**config.mk**
```make
export PLATFORM = sky130hd
export DESIGN_NAME = fxp8s_mat_stream_tx
export DESIGN_NICKNAME = d
export VERILOG_FILES = /design/src/rtl/fxp8s_mat_stream_tx.sv
export SDC_FILE = /design/constraint.sdc
export NUM_CORES = 1
export LEC_CHECK = 0
export CORE_ASPECT_RATIO = 2
export CORE_UTILIZATION = 45
export CTS_CLUSTER_SIZE = 24
export DETAILED_ROUTE_END_ITERATION = 7
export PLACE_DENSITY = 0.63
export REMOVE_ABC_BUFFERS = 1
export SETUP_SLACK_MARGIN = 0.3
export SKIP_LAST_GASP = 1
export SYNTH_ARGS = -nofsm -noshare
export SYNTH_HDL_FRONTEND = slang
export SYNTH_SLANG_ARGS = --single-unit
```
**constraint.sdc**
```tcl
create_clock -name clk -period 8.95 [get_ports clk]
set_clock_uncertainty 0.2 [all_clocks]
set_input_delay 2.2375 -clock clk [delete_from_list [all_inputs] [get_ports clk]]
set_output_delay 2.2375 -clock clk [all_outputs]
set_load 0.005 [all_outputs]
```
**src/rtl/fxp8s_mat_stream_tx.sv**
```systemverilog
// Transmit side of the fxp8s matrix stream: buffers operand matrices A and B with
// ragged row lengths / row counts and sends them row-major with padding markers.
module fxp8s_mat_stream_tx #(
    parameter int DIM   = 2,
    parameter int WIDTH = 8,
    parameter int AW    = (DIM > 2) ? $clog2(DIM) : 1,
    parameter int LW    = $clog2(DIM + 1)
) (
    input  logic             clk,
    input  logic             rst,
    input  logic             ld_en,
    input  logic             ld_mat,
    input  logic [AW-1:0]    ld_row,
    input  logic [AW-1:0]    ld_col,
    input  logic [WIDTH-1:0] ld_data,
    input  logic             len_we,
    input  logic             rows_we,
    input  logic [LW-1:0]    cnt_val,
    input  logic             start,
    output logic             busy,
    output logic             done,
    output logic             tx_en,
    input  logic             tx_rdy,
    output logic             tx_mat,
    output logic             tx_new_row,
    output logic             tx_mat_done,
    output logic [WIDTH-1:0] tx_data
);

    localparam logic [2:0] S_IDLE   = 3'd0;
    localparam logic [2:0] S_SEND   = 3'd1;
    localparam logic [2:0] S_ROWPAD = 3'd2;
    localparam logic [2:0] S_MATPAD = 3'd3;
    localparam logic [2:0] S_FIN    = 3'd4;
    localparam logic [LW-1:0] DIM_L = LW'(DIM);

    logic [WIDTH-1:0] mem_q  [2][DIM][DIM];
    logic [WIDTH-1:0] mem_d  [2][DIM][DIM];
    logic [LW-1:0]    len_q  [2][DIM];
    logic [LW-1:0]    len_d  [2][DIM];
    logic [LW-1:0]    rows_q [2];
    logic [LW-1:0]    rows_d [2];

    logic [2:0]       st_q, st_d;
    logic             m_q, m_d;
    logic [AW-1:0]    r_q, r_d, c_q, c_d;

    logic             tx_en_q, tx_en_d, tx_mat_q, tx_mat_d;
    logic             tx_nr_q, tx_nr_d, tx_md_q, tx_md_d;
    logic [WIDTH-1:0] tx_data_q, tx_data_d;
    logic             done_q, done_d;

    logic             idle, row_ok, col_ok;
    logic [LW-1:0]    cnt_c;

    // Loads commit through *_d so a load coincident with start is seen by the first beat.
    always_comb begin
        idle   = (st_q == S_IDLE);
        row_ok = 32'(ld_row) < DIM;
        col_ok = 32'(ld_col) < DIM;
        cnt_c  = (cnt_val > DIM_L) ? DIM_L : cnt_val;
        mem_d  = mem_q;
        len_d  = len_q;
        rows_d = rows_q;
        if (idle && ld_en && row_ok && col_ok) mem_d[ld_mat][ld_row][ld_col] = ld_data;
        if (idle && len_we && row_ok)          len_d[ld_mat][ld_row] = cnt_c;
        if (idle && rows_we)                   rows_d[ld_mat] = cnt_c;
    end

    logic          adv, do_rs, do_re, do_me, do_ms, ms_m;
    logic [AW-1:0] rs_r;

    // Beat sequencer: row end -> matrix end -> matrix start -> row start, each may chain into the next.
    always_comb begin
        st_d  = st_q;
        m_d   = m_q;
        r_d   = r_q;
        c_d   = c_q;
        adv   = tx_en_q & tx_rdy;
        do_rs = 1'b0;
        do_re = 1'b0;
        do_me = 1'b0;
        do_ms = 1'b0;
        ms_m  = 1'b0;
        rs_r  = '0;
        case (st_q)
            S_IDLE:   if (start) do_ms = 1'b1;
            S_SEND:   if (adv) begin
                if (LW'(c_q) + LW'(1) < len_d[m_q][r_q]) c_d = c_q + AW'(1);
                else do_re = 1'b1;
            end
            S_ROWPAD: if (adv) begin
                do_rs = 1'b1;
                rs_r  = r_q + AW'(1);
            end
            S_MATPAD: if (adv) do_me = 1'b1;
            default:  st_d = S_IDLE;
        endcase
        if (do_re) begin
            if (LW'(r_q) + LW'(1) == rows_d[m_q]) begin
                if (rows_d[m_q] == DIM_L && len_d[m_q][r_q] == DIM_L) do_me = 1'b1;
                else st_d = S_MATPAD;
            end else if (len_d[m_q][r_q] != DIM_L) begin
                st_d = S_ROWPAD;
            end else begin
                do_rs = 1'b1;
                rs_r  = r_q + AW'(1);
            end
        end
        if (do_me) begin
            if (!m_q) begin
                do_ms = 1'b1;
                ms_m  = 1'b1;
            end else begin
                st_d = S_FIN;
            end
        end
        if (do_ms) begin
            m_d = ms_m;
            if (rows_d[ms_m] == '0) st_d = S_MATPAD;
            else begin
                do_rs = 1'b1;
                rs_r  = '0;
            end
        end
        if (do_rs) begin
            r_d = rs_r;
            c_d = '0;
            if (len_d[m_d][rs_r] != '0)                    st_d = S_SEND;
            else if (LW'(rs_r) + LW'(1) == rows_d[m_d])    st_d = S_MATPAD;
            else                                           st_d = S_ROWPAD;
        end
    end

    always_comb begin
        tx_en_d   = (st_d == S_SEND) || (st_d == S_ROWPAD) || (st_d == S_MATPAD);
        tx_mat_d  = tx_en_d & m_d;
        tx_nr_d   = (st_d == S_ROWPAD);
        tx_md_d   = (st_d == S_MATPAD);
        tx_data_d = (st_d == S_SEND) ? mem_d[m_d][r_d][c_d] : '0;
        done_d    = (st_d == S_FIN) && (st_q != S_FIN);
    end

    always_ff @(posedge clk) begin
        if (rst) begin
            for (int m = 0; m < 2; m++) begin
                rows_q[m] <= DIM_L;
                for (int r = 0; r < DIM; r++) begin
                    len_q[m][r] <= DIM_L;
                    for (int c = 0; c < DIM; c++) mem_q[m][r][c] <= '0;
                end
            end
            st_q      <= S_IDLE;
            m_q       <= 1'b0;
            r_q       <= '0;
            c_q       <= '0;
            tx_en_q   <= 1'b0;
            tx_mat_q  <= 1'b0;
            tx_nr_q   <= 1'b0;
            tx_md_q   <= 1'b0;
            tx_data_q <= '0;
            done_q    <= 1'b0;
        end else begin
            mem_q     <= mem_d;
            len_q     <= len_d;
            rows_q    <= rows_d;
            st_q      <= st_d;
            m_q       <= m_d;
            r_q       <= r_d;
            c_q       <= c_d;
            tx_en_q   <= tx_en_d;
            tx_mat_q  <= tx_mat_d;
            tx_nr_q   <= tx_nr_d;
            tx_md_q   <= tx_md_d;
            tx_data_q <= tx_data_d;
            done_q    <= done_d;
        end
    end

    // busy spans exactly the cycles a beat is being offered
    assign busy        = tx_en_q;
    assign done        = done_q;
    assign tx_en       = tx_en_q;
    assign tx_mat      = tx_mat_q;
    assign tx_new_row  = tx_nr_q;
    assign tx_mat_done = tx_md_q;
    assign tx_data     = tx_data_q;

endmodule

```
Word level (Yosys, flattened, before mapping):

Cells that the tools add are included.
W data, S select, Z words.

* register bits after elaboration: 95
* bits in latches: 0
* RAM bits: 0
* memory bits (read-only): 0
* input bits: 20
* output and inout bits: 14
* logic and storage cells: 179
* memories kept: 0

* $add $sub $neg: 5
* $mul: 0
* div/mod/pow operators: 0
* $lt $le $gt $ge: 15
* equal/unequal tests: 13
* shifts and indexed selects: 0
* multiplexer cells: 94
* bitwise logic cells: 13
* reductions and logical operators: 15

Operators by type and width (count)
* $mux W32: 4
* $bwmux W64: 1
* $mux W16: 4
* $mux W64: 1
* $mux W8: 5
* $mux W2: 19
* $mux W1: 34
* $demux W32 S1: 1
* $mux W4: 8
* $mux W3: 10
* $ge A2 B2 Y1 const B: 10
* $not A1 Y2: 10
* $demux W16 S1: 1
* $eq A3 B2 Y1 const B: 4
* $bwmux W8: 1
* $demux W8 S1: 1
* $logic_and A1 B1 Y1: 8
* $add A1 B1 Y2 const B: 3
* $eq A3 B1 Y1 const B: 2
* $lt A2 B1 Y1 const B: 3
* $bwmux W4: 1
* $demux W2 S1: 2
* $demux W4 S1: 1
* $eq A2 B2 Y1: 2
* 15 further kinds: 19

Logic depth before layout (Yosys ltp):

* depth after elaboration: 39
* gate-level depth with buffers: 21
* depth with buffers taken out: 16

Least setup slack after synthesis:

Ideal clock, no wire load.

* path kind: input to register
* from: in ld_row
* to: reg tx_data_q[7], in the netlist tx_data[7]
* library setup time: 0.144 ns
* arrival time: 5.819 ns
* required time: 8.606 ns
* slack: 2.787 ns
* stages: 19
* buffers on the path: 3
* path through: or4b_1 buf_2 o211a_1 nor4_4 nor2_1 nor2_1 ha_1 nor2_1 nor4_1 and2_1 nand3_1 o311ai_1 or3_4 buf_2 buf_2 nand3_1 a32o_1 o211ai_1 a31oi_1

* cells in the longest elaborated chain, start to end: 38
* elaborated cells between the ends (all ways): 94
* classes of those cells: add/sub: 1; order compare: 3; eq/ne: 4; mux: 74; bitwise: 7; reduce/logical: 5

Ends and longest elaborated chain
* start: declaration: line 13 `input logic [AW-1:0] ld_row,`
* $not A1 Y2 (not written as such) (*): line 65, 66
* $ge A2 B2 Y1 (not written as such) / $lt A2 B1 Y1 (equally long branches): line 65, 66
* $logic_and A1 B1 Y1 (not written as such): line 65, 66
* $mux W2 (not written as such): line 66 `if (idle && len_we && row_ok) len_d[ld_mat][ld_row] = cnt_c;`
* $demux W2 S1: line 66
* $mux W4 (not written as such): line 66
* $demux W4 S1: line 66
* $bwmux W8: line 66
* (+20 left out)
* $not A1 Y2 (not written as such): line 129 `if (len_d[m_d][rs_r] != '0) st_d = S_SEND;`
* $mux W2 (not written as such) (3 in a row): line 129
* $reduce_bool A2 Y1: line 129
* $mux W2: line 129
* $mux W3: line 126 `if (do_rs) begin`
* $eq A3 B1 Y1: line 140 `tx_data_d = (st_d == S_SEND) ? mem_d[m_d][r_d][c_d] : '0;`
* $not A1 Y1 (no line)
* $reduce_or A2 Y1 (no line)
* end signal: assignment: line 175 `tx_data_q <= tx_data_d;`
* end: declaration: line 50 `logic [WIDTH-1:0] tx_data_q, tx_data_d;`

Every way passes the cells marked *; elsewhere a longest branch is shown, timed or not. The select of a mux whose other input is x is not followed.
A chain may end at the register's enable or synchronous reset.

Final worst setup path:

* from: in ld_row
* to: reg tx_data_q[4], in the netlist tx_data[4]

The elaborated chain is that of the path after synthesis.

==> results.py <==
metrics = {
    "status": {
        "outcome": "finished, final reports clean",
    },
    "sta": {
        "drv_slew": 0,
        "timing.setup.tns_ns": 0,
        "max_freq_ghz": 0.128,
        "finalCriticalPeriod_ns": 7.84,
        "tightest_slew_ns": 1.11,
        "final_hold_viol_count": 0,
        "period_share_pct": 87.6,
        "finalSetupViolCount": 0,
        "rsz0062_at_grt": "false",
        "slew_headroom_pct": 25.4,
    },
    "die": {
        "start_util_pct": 46.1,
        "ioPinCount": 34,
        "design.core.area_mm2": 0.0117,
        "dieWidth_um": 79.4,
        "die_area_mm2": 0.0124,
        "rows": 56,
        "fp.dieH_um": 157,
    },
    "grt": {
        "grt_pass1_wl_um": 27900,
        "grt_antenna_before_repair": 0,
        "gr-total-overflow": 0,
        "grt_max_degree": 57,
        "grt_usage_pct": 30.3,
        "grt_pass1_vias": 5237,
    },
    "logic_synthesis": {
        "synthMuxAreaShare_pct": 3.53,
        "synth-main-ff-cell": "dfxtp_1",
        "yosys-top-cells-count": "nand2_1, dfxtp_1, a21oi_1",
        "netlist_instances": 717,
        "synth.most_common_cell": "nand2_1",
        "ys_ff_latch": 95,
        "synth_top_family_by_area": "simple AND/OR/NAND/NOR gates",
        "yosysTopAreaCell": "dfxtp_1",
        "syn_area_mm2": 0.00539,
        "syn_avg_cell_area_um2": 7.52,
        "synth-xor-area-share_pct": 0.162,
        "yosys_warnings": 0,
        "synth-simple-area-share_pct": 28.2,
        "synth_compound_gate_area_share_pct": 27.4,
        "async_flop_share_pct": 0,
        "synth_fa_ha_area_share_pct": 0.232,
        "synth_cell_types": 61,
        "synth_top_area_share_pct": 35.3,
        "synth_edf_count": 0,
        "yosysSeqAreaShare_pct": 35.3,
        "synth_area_leaders": "dfxtp_1, nand2_1, a21oi_1",
    },
    "routing": {
        "drt-total-wl_um": 18400,
        "firstDrtPassIters": 6,
        "drtAntennaViolNets": 0,
        "drt_iter0_markers": 456,
        "vias": 5553,
        "avgViaCountPerCell": 6.48,
        "remaining_drc_errors": 0,
        "wire_per_inst_um": 21.5,
    },
    "clock_tree": {
        "clock_sinks": 95,
        "numCtsBuffers": 9,
        "cts_resized": 0,
        "clock_latency_ns": 0.34,
        "post-cts-setup-buffer-count": 0,
        "clk_path_buf_depth": 2,
        "cts_root_buffer": "clkbuf_16",
        "hold_buffers": 0,
        "htree_levels": 3,
        "cts_tree": "yes",
        "path_clk_slew_ns": 0.07,
    },
    "placed_design": {
        "port_buffers": 33,
        "gp_congestion": 0.911,
        "dp_cells": 843,
        "detailed_place_hpwl_um": 13100,
    },
    "layout": {
        "drive_gt1_share_pct": 7.87,
        "diodes": 0,
        "nFillCells": 1151,
        "finalNonFillerCells": 857,
        "syn_to_final_growth_pct": 11.9,
        "nNetsFinal": 730,
    },
    "power_and_ir_drop": {
        "vdd_drop_max_mv": 0.165,
        "p_per_area_mw_per_mm2": 193,
        "p_leak_nw": 2.05,
    },
    "setup_path": {
        "endpoint_kind": "register",
        "r2r_slack_ns": 3.21,
        "crit_type": "input pin to register",
        "cp.required_ns": 8.94,
        "worstPathMaxFanout": 19,
        "cp-start-kind": "input pin",
        "worstPathArrival_ns": 7.83,
    },
    "flow_run": {
        "cap_violations": 0,
    },
    "min_path": {
        "hp-class": "register to register",
    },
}
[where the power goes]
group          internal [mW]  total [mW]  switching [mW]
Sequential             0.440       0.460          0.0198
Clock                  0.271       0.439           0.168
Combinational         0.0979       0.263           0.166
[path summary, 6_finish.rpt]
path,cells past startpoint,startpoint,end
max reg2reg,16,r_q,tx_data[4]
max,17,ld_row,tx_data[4]
min reg2reg,2,mem_q[31],mem_q[31]
min,2,mem_q[31],mem_q[31]
[layout by cell type, fill, tap and decap left out, drive strengths merged, types with 16 or more instances in the layout]
cell type,count
o221a,16
dfxtp,95
nand2,165
a21oi,81
clkdlybuf4s50,32
nor3,22
nand3,31
nor2,46
o21ai,27
a31oi,17
mux2i,19
[cells by family (layout without fill, tap and decap cells)]
group,Yosys count,after routing
xor+xnor,1,1
buf+inv,64,59
simple gates,323,323
compound gates,214,214
mux,19,19
fa+ha+maj,1,1
flops,95,95
[worst max-delay path, cell delays in order]
cell and delay, ns:
clkdlybuf4s50_1 0.66, or4b_1 0.73, o211a_1 0.29, nor4_4 0.36, nor2_1 0.07, nor2_1 0.13, ha_1 0.18, nor2_1 0.06
nor4_1 0.46, nand2_1 0.15, o2bb2ai_1 0.29, o21a_1 0.57, o21ai_2 0.39, mux2i_1 0.27, mux2i_1 0.15, a31oi_1 0.72
a31oi_1 0.10
[cell type report]
type | instances | area, µm² | area share (%)
Multi-Input combinational cell | 558 | 3210 | 53.3
Sequential cell | 95 | 1900 | 31.5
Timing Repair Buffer | 42 | 393 | 6.51
Clock buffer | 9 | 225 | 3.73
Tap cell | 145 | 181 | 3.01
Clock inverter | 5 | 106 | 1.76
Inverter | 3 | 11.3 | 0.187
[routing by layer]
layer | wire (µm) | GRT usage [%] | vias to the layer above
li1 | - | - | 2591
met1 | 6310 | 30.7 | 2617
met2 | 9660 | 54.9 | 265
met3 | 1060 | 3.67 | 80
met4 | 1410 | 22.9 | 0
met5 | 0 | 0 | -
[state kept, by name, indices dropped and copies added (netlist names)]
name,cells
done,1
len_q,8
m_q,1
tx_data,8
tx_new_row,1
st_q,3
tx_mat_done,1
mem_q,64
c_q,1
tx_mat,1
r_q,1
rows_q,4
busy,1
[through the flow]
step	hold slack, ns	utilization, %	setup WS, ns	area (µm²)	power [mW]
after CTS	0.256	51.6	1.26	6030	1.16
after global placement	0.242	48.7	1.07	5700	0.721
final	0.255	51.6	1.11	6030	1.16
after floorplan	0.230	-	2.18	5120	0.621
after global routing	0.269	51.6	0.743	6030	1.21
after detailed placement	0.247	48.7	0.922	5700	0.725
Power figures use the tool's default switching activity.
